File: src/rtl/hack_cpu_ctrl.sv
`default_nettype none
// +----------------------------------------------------------------------------+
// | hack_cpu_ctrl: multi-cycle Hack fetch/decode/sequencer around external ALU |
// | Optional: HACK_CPU_HALT_EN adds sticky 'halted' on jump-to-self            |
// | Revision: 1.0                                                              |
// +----------------------------------------------------------------------------+
module hack_cpu_ctrl #(
  parameter logic [15:0] RESET_PC = 16'h0000,
  parameter int          ADDR_W   = 15
) (
  input  logic              clk,
  input  logic              rst_n,
  output logic [15:0]       pc,
  input  logic [15:0]       instr,
  input  logic              instr_valid,
  output logic              instr_ready,
  input  logic [15:0]       in_m,
  output logic [15:0]       alu_x,
  output logic [15:0]       alu_y,
  output logic              zx,
  output logic              nx,
  output logic              zy,
  output logic              ny,
  output logic              f,
  output logic              no,
  input  logic [15:0]       alu_o,
  input  logic              alu_zr,
  input  logic              alu_ng,
  output logic [ADDR_W-1:0] mem_addr,
  output logic [15:0]       mem_wdata,
  output logic              mem_we,
  input  logic              mem_ready,
`ifdef HACK_CPU_HALT_EN
  output logic              halted,
`endif
  output logic [15:0]       a_reg,
  output logic [15:0]       d_reg
);

  localparam logic [1:0] c_st_fetch = 2'd0;
  localparam logic [1:0] c_st_exec  = 2'd1;
  localparam logic [1:0] c_st_memwr = 2'd2;

  logic [1:0]        r_state;
  logic [1:0]        w_next_state;
  logic [15:0]       r_ir;
  logic [15:0]       r_pc;
  logic [15:0]       r_a;
  logic [15:0]       r_d;
  logic [15:0]       r_wdata;
  logic [ADDR_W-1:0] r_maddr;
  logic [15:0]       w_pc_inc;
  logic              w_accept;
  logic              w_jump;
  logic              w_exec_c;
  logic              w_halted;

  assign w_pc_inc = r_pc + 16'd1;
  assign w_accept = instr_ready & instr_valid;
  assign w_exec_c = (r_state == c_st_exec) & r_ir[15];
  assign w_jump   = (r_ir[2] & alu_ng) | (r_ir[1] & alu_zr) | (r_ir[0] & ~alu_ng & ~alu_zr);

  always_ff @(posedge clk or negedge rst_n) begin
    if (!rst_n) r_state <= c_st_fetch;
    else        r_state <= w_next_state;
  end

  always_comb begin
    w_next_state = r_state;
    case (r_state)
      c_st_fetch: if (w_accept) w_next_state = c_st_exec;
      c_st_exec:  w_next_state = (r_ir[15] & r_ir[3]) ? c_st_memwr : c_st_fetch;
      c_st_memwr: if (mem_ready) w_next_state = c_st_fetch;
      default:    w_next_state = c_st_fetch;
    endcase
  end

  // rst_n gates instr_ready so no handshake can be seen while reset is held
  always_comb begin
    instr_ready = rst_n & (r_state == c_st_fetch) & ~w_halted;
    mem_we      = (r_state == c_st_memwr);
    {zx, nx, zy, ny, f, no} = w_exec_c ? r_ir[11:6] : 6'b000000;
  end

  always_ff @(posedge clk or negedge rst_n) begin
    if (!rst_n) begin
      r_ir    <= 16'h0000;
      r_pc    <= RESET_PC;
      r_a     <= 16'h0000;
      r_d     <= 16'h0000;
      r_wdata <= 16'h0000;
      r_maddr <= '0;
    end else begin
      if (w_accept) r_ir <= instr;
      if (r_state == c_st_exec) begin
        if (!r_ir[15]) begin
          r_a  <= {1'b0, r_ir[14:0]};
          r_pc <= w_pc_inc;
        end else begin
          // jump target and write address both use A before this instruction's A write
          r_pc <= w_jump ? r_a : w_pc_inc;
          if (r_ir[5]) r_a <= alu_o;
          if (r_ir[4]) r_d <= alu_o;
          if (r_ir[3]) begin
            r_wdata <= alu_o;
            r_maddr <= r_a[ADDR_W-1:0];
          end
        end
      end
    end
  end

`ifdef HACK_CPU_HALT_EN
  logic r_halted;

  always_ff @(posedge clk or negedge rst_n) begin
    if (!rst_n)
      r_halted <= 1'b0;
    else if (w_exec_c && (r_ir[2:0] == 3'b111) && (r_a == r_pc))
      r_halted <= 1'b1;
  end

  assign w_halted = r_halted;
  assign halted   = r_halted;
`else
  assign w_halted = 1'b0;
`endif

  assign pc        = r_pc;
  assign alu_x     = r_d;
  assign alu_y     = (r_ir[15] & r_ir[12]) ? in_m : r_a;
  assign mem_addr  = (r_state == c_st_memwr) ? r_maddr : r_a[ADDR_W-1:0];
  assign mem_wdata = r_wdata;
  assign a_reg     = r_a;
  assign d_reg     = r_d;

endmodule
`default_nettype wire

File: config.mk
export PLATFORM = sky130hd
export DESIGN_NAME = hack_cpu_ctrl
export DESIGN_NICKNAME = d
export VERILOG_FILES = /design/src/rtl/hack_cpu_ctrl.sv
export SDC_FILE = /design/constraint.sdc
export NUM_CORES = 1
export LEC_CHECK = 0
export BUFFER_PORTS_ARGS = -buffer_cell sky130_fd_sc_hd__buf_2
export CELL_PAD_IN_SITES_DETAIL_PLACEMENT = 1
export CELL_PAD_IN_SITES_GLOBAL_PLACEMENT = 2
export CORE_MARGIN = 8
export CORE_UTILIZATION = 30
export CTS_BUF_LIST = sky130_fd_sc_hd__clkbuf_4
export DETAILED_ROUTE_END_ITERATION = 7
export HOLD_SLACK_MARGIN = 0.06
export PLACE_DENSITY_LB_ADDON = 0.1
export SLEW_MARGIN = 20
export SYNTH_ARGS = -nofsm -noshare
export SYNTH_HDL_FRONTEND = slang
export SYNTH_SLANG_ARGS = --single-unit
File: constraint.sdc
create_clock -name clk -period 2.35 [get_ports clk]
set_clock_uncertainty 0.05 [all_clocks]
set_input_delay 0.235 -clock clk [delete_from_list [all_inputs] [get_ports clk]]
set_output_delay 0.235 -clock clk [all_outputs]
set_load 0.005 [all_outputs]
* After elaboration in Yosys (flattened, before gate mapping)
Index checks and enable logic that the tools add are counted.
Storage, ports and cells: register bits after elaboration 97, input port bits 54, output and inout port bits 119, word-level logic and storage cells 42
Operators by class: $add $sub $neg 1, eq/ne operators 5, mux-type cells 11, bitwise gates (word level) 13, reduce and logical (&&, ||, !) cells 5
Operators with widths (count):
- 16-bit two-way mux | 5
- 16-bit by 1-bit adder with 16-bit output (second input constant) | 1
- 15-bit two-way mux | 1
- 1-bit bitwise AND | 9
- 2-bit two-way mux | 3
- 6-bit two-way mux | 1
- 2-bit one-hot mux with 3 select lines | 1
- 3-bit AND reduction | 2
- 2-bit inequality test (second input constant) | 2
- 2-bit AND reduction | 2
- 2-bit by 1-bit equality test with 1-bit output (second input constant) | 1
- 2-bit equality test (second input constant) | 1
- 2-bit logical NOT | 1
- 2-bit by 1-bit inequality test with 1-bit output (second input constant) | 1
- 1-bit inverter | 2
- 1-bit bitwise OR | 2

* Longest topological paths before layout
word-level depth 6, depth in mapped cells 7, gate-level depth less buffers 5

* Worst setup path before layout
OpenSTA, ideal clock, no wires.
path type register -> register, from reg r_pc[0] (netlist: pc[0]), to reg r_pc[14] (netlist: pc[14]), setup time 0.069 ns, arrival 1.600 ns, required time 2.231 ns, slack 0.631 ns, cell stages (with the launch flop) 7, cell sequence dfrtp_1 ha_1 and4_1 buf_2 nand4_1 or4_1 nand3_1
On the way: word-level cells in the longest chain between the ends 3
Ends and longest elaborated chain:
- from (decl) | RTL line 47 | logic [15:0] r_pc;
- from (signal assigned) | RTL line 98 | r_pc <= w_pc_inc;
- from (signal assigned) | RTL line 101 | r_pc <= w_jump ? r_a : w_pc_inc;
- 16-bit by 1-bit adder with 16-bit output (*) | RTL line 58 | assign w_pc_inc = r_pc + 16'd1;
- 16-bit two-way mux | RTL line 101
- 16-bit two-way mux (*) | RTL line 96 | if (!r_ir[15]) begin
Every way passes the cells marked *; elsewhere a longest branch is shown, timed or not. A chain may end at the register's enable or synchronous reset.

* Worst setup path after layout
from reg r_ir[15], to out alu_y[3]
On the way: word-level cells in the longest chain between the ends 2
Ends and longest elaborated chain:
- from (decl) | RTL line 46 | logic [15:0] r_ir;
- from (signal assigned) | RTL line 94 | if (w_accept) r_ir <= instr;
- 1-bit bitwise AND | RTL line 131 | assign alu_y = (r_ir[15] & r_ir[12]) ? in_m : r_a;
- 16-bit two-way mux | RTL line 131
- to (decl) | RTL line 19 | output logic [15:0] alu_y,
Every way passes these cells.

==> impl_results.md <==
* Pre-CTS setup slack at 505 ps
* Sequential-to-total area share from yosys stat at 50.5%
* Tightest Pin Transition at approximately 710 ps
* Post-Synth Adder-Cell Area at less than 1%
* Crit. End Element: output pin
* Area Growth Syn to Fin at 31.3%
* CTS buffer count at 9
* # port buffers at ~170
* Slew headroom at between 50 and 60%
* Synth Area in Compound Gates at under 10%
* Synth Instances at roughly 400
* Leak at ~2.9 nW
* Non-filler cells, final at just over 800
* Slowest-stage cell, CP: dfrtp_1
* Syn_nets at ~460
* Flop-to-flop setup slack at between 400 and 500 ps
* Max layer used: met4
* Largest net degree at the start of global routing at 54
* Worst Hold Class: primary input to register
* DIE WIDTH at about 140 um
* Hold Startpoint: instr_valid
* RSZ-0062 raised after global routing: no
* Global-route wire length before repair at roughly 25 mm
* Die H at 143 um
* WS Path Type: register to output pin
* # DRC at 0
* DP HPWL at around 12 mm
* Metal-1 WL at 7.07 mm
* CTS tree: done
* CP most frequent cell: buf_4
* Final #Nets at roughly 650
* Outcome: complete, no violations
* DR vias/cell at 4.71
* Worst reg2reg path endpoint: pc[6]
* Final hold vios at 0
* Crit path required time at 2070 ps
* Synth top area share at between 50% and 60%
* Synth Area in Simple Gates at approximately 9%
* Asr flop ratio synth at 100%
* Number of max-cap violations at 0
* Xor/xnor cell area share of the yosys netlist at 0%
* Fin crit share at 93.2%
* Core area at around 16,000 um2
* 1st-pass router iterations at 4
* Synth Warn # at 0
* Post-route ant nets at 0
* Max stage delay on crit path at roughly 420 ps
* Cells along the critical path: buf_4, nand2_1, buf_4, mux2_2, buf_2
* IO Pins at between 150 and 200
* Sum of negative setup slack at 0 ps
* Clk sink count at slightly below 100
* Worst-path clk slew at around 160 ps
* Setup crit start kind: register
* Initial antenna violation count at 1
* Clock latency on the worst-skew pair at between 400 and 500 ps
* Mean Syn Cell Area at 12.0 um2
* Largest cells by area after synthesis: dfrtp_1 51%, mux2_2 21%, mux2i_1 4.4%, buf_4 3.0%, a21oi_1 2.3%
* Mapped Area at between 4000 and 5000 um2
* R2R Path Start: r_ir[2]
* Tot GR Track Use at between 15 and 20%
* Number of global-route vias before repair at between 4,000 and 5,000
* Setup WS post-layout at around 160 ps
* Crit. Startpoint: r_ir[15]
* Met3 wire length at 818 um
* Maximum clock rate at ~0.46 GHz
* Worst Hold End: r_state[0]
* Met2 WL at approximately 7.8 mm
* Finished Core Util at 40.0%
* Period minus WS final at about 2200 ps
* Yosys reg bits at 97
* CP max FO at 16
* Vias at 3,837
* Slew Viols, Final at 0
* Final setup vio count at 0
* Total power at 0.00683 W
* Max VDD drop at about 0.0004 V
* Mux share of post-synthesis cell area at 25.5%
* Hold depth at 3
* Post-Route WL at roughly 16 mm
* Post_cts resized at 0
* Row count at 46
* CTS H-Tree Depth at 3
* Clock Tree Root: clkbuf_4
* GR Overflow Total at 0
* First DRT Iteration DRCs at approximately 120
* GP Congestion at roughly 0.74
* Synth area leader: dfrtp_1
* Drt wl/cell at between 15 and 20 um
* Share of post-route cells with drive strength above 1 at 51.3%
* Placed insts at between 700 and 800
* Reg2reg path depth at 5
* EDFF count, synth at 0
* Pwr per Cell Area at 1080 nW/um2
* Largest family of logic cells by synthesized area: multiplexers
* Full die area at roughly 20,000 um2
* Top FF cell, synth: dfrtp_1
* CTS max path bufs at 2
* Data arrival, critical path at roughly 1900 ps
* Synth cell types at 43
* Initial Util at 30.5%
==> cell type report <==
cell class,instances,area [um2]
Antenna cell,2,5.00
Clock buffer,9,67.6
Inverter,8,30.0
Sequential cell,97,2430
Tap cell,216,270
Clock inverter,7,78.8
Fill cell,1829,9470
Multi-Input combinational cell,253,2080
Timing Repair Buffer,222,1350
==> cell families (layout without fill, tap and decap cells) <==
logic type,after synthesis,after routing
other cells,0,2
simple gates,81,81
compound gates,60,60
mux,111,111
fa+ha+maj,1,1
flops,97,97
buf+inv,51,246
==> routing by layer <==
layer	vias up	GRT usage, %
li1	1811	-
met3	10	4.13
met5	-	0
met2	84	26.1
met1	1932	20.2
met4	0	4.87
==> worst max-delay path by stage <==
stage,to,slack (ps),depth (start not counted)
after global placement,pc[12],540,5
after CTS,alu_y[9],90,5
final,alu_y[3],160,5
after global routing,alu_y[3],40,5
after floorplan,pc[14],630,6
after detailed placement,pc[12],500,5
==> cells in the final DEF, fill, tap and decap left out, types with 4 or more instances in the layout <==
cell,instances
and3_1,10
nand3_1,15
buf_2,171
dlygate4sd3_1,34
a21oi_2,7
a21oi_1,21
inv_1,8
o21ai_0,8
clkbuf_4,9
nand2_1,16
buf_4,15
and4_1,4
mux2i_1,21
nor2_1,16
dfrtp_1,97
a2bb2oi_1,8
mux2_2,90
nand4_1,5
==> cell usage after synthesis (2+ instances only) <==
master / instances
dfrtp_1: 97
mux2_2: 90
a21oi_1: 22
mux2i_1: 21
buf_4: 19
nand2_1: 16
nand3_1: 16
nor2_1: 16
buf_2: 13
and3_1: 10
a2bb2oi_1: 8
inv_1: 8
o21ai_0: 8
a21oi_2: 6
clkbuf_1: 6
nand4_1: 5
and4_1: 4
o211ai_1: 3
or4_1: 3
a211oi_1: 2
a22oi_1: 2
and2_1: 2
buf_6: 2
nor2b_1: 2
o22a_1: 2
==> power breakdown <==
group / internal (W) / switching, W
registers: 0.00237 / 0.000677
clock network: 0.000331 / 0.000630
logic: 0.00156 / 0.00126
total: 0.00426 / 0.00257
==> through the flow <==
step | cell area (um2) | hold slack (ps)
after floorplan | 4800 | -111
after global placement | 5810 | 391
after detailed placement | 5810 | 406
after CTS | 6300 | 173
after global routing | 6300 | 188
final | 6300 | 220
==> critical path: cells and delay by family, from the launching register on <==
kind,cells,cell delay [ps]
buffers and inverters,3,580
flip-flops,1,420
multiplexers,1,370
AND/OR/NAND/NOR,1,70
==> timing repair <==
| action | CTS | global route |
|---|---|---|
| endpoints found under the hold margin | 100 | 0 |
| setup buffers | 0 | 0 |
| hold buffers | 34 | 0 |
(Power assumes the default switching activity.)
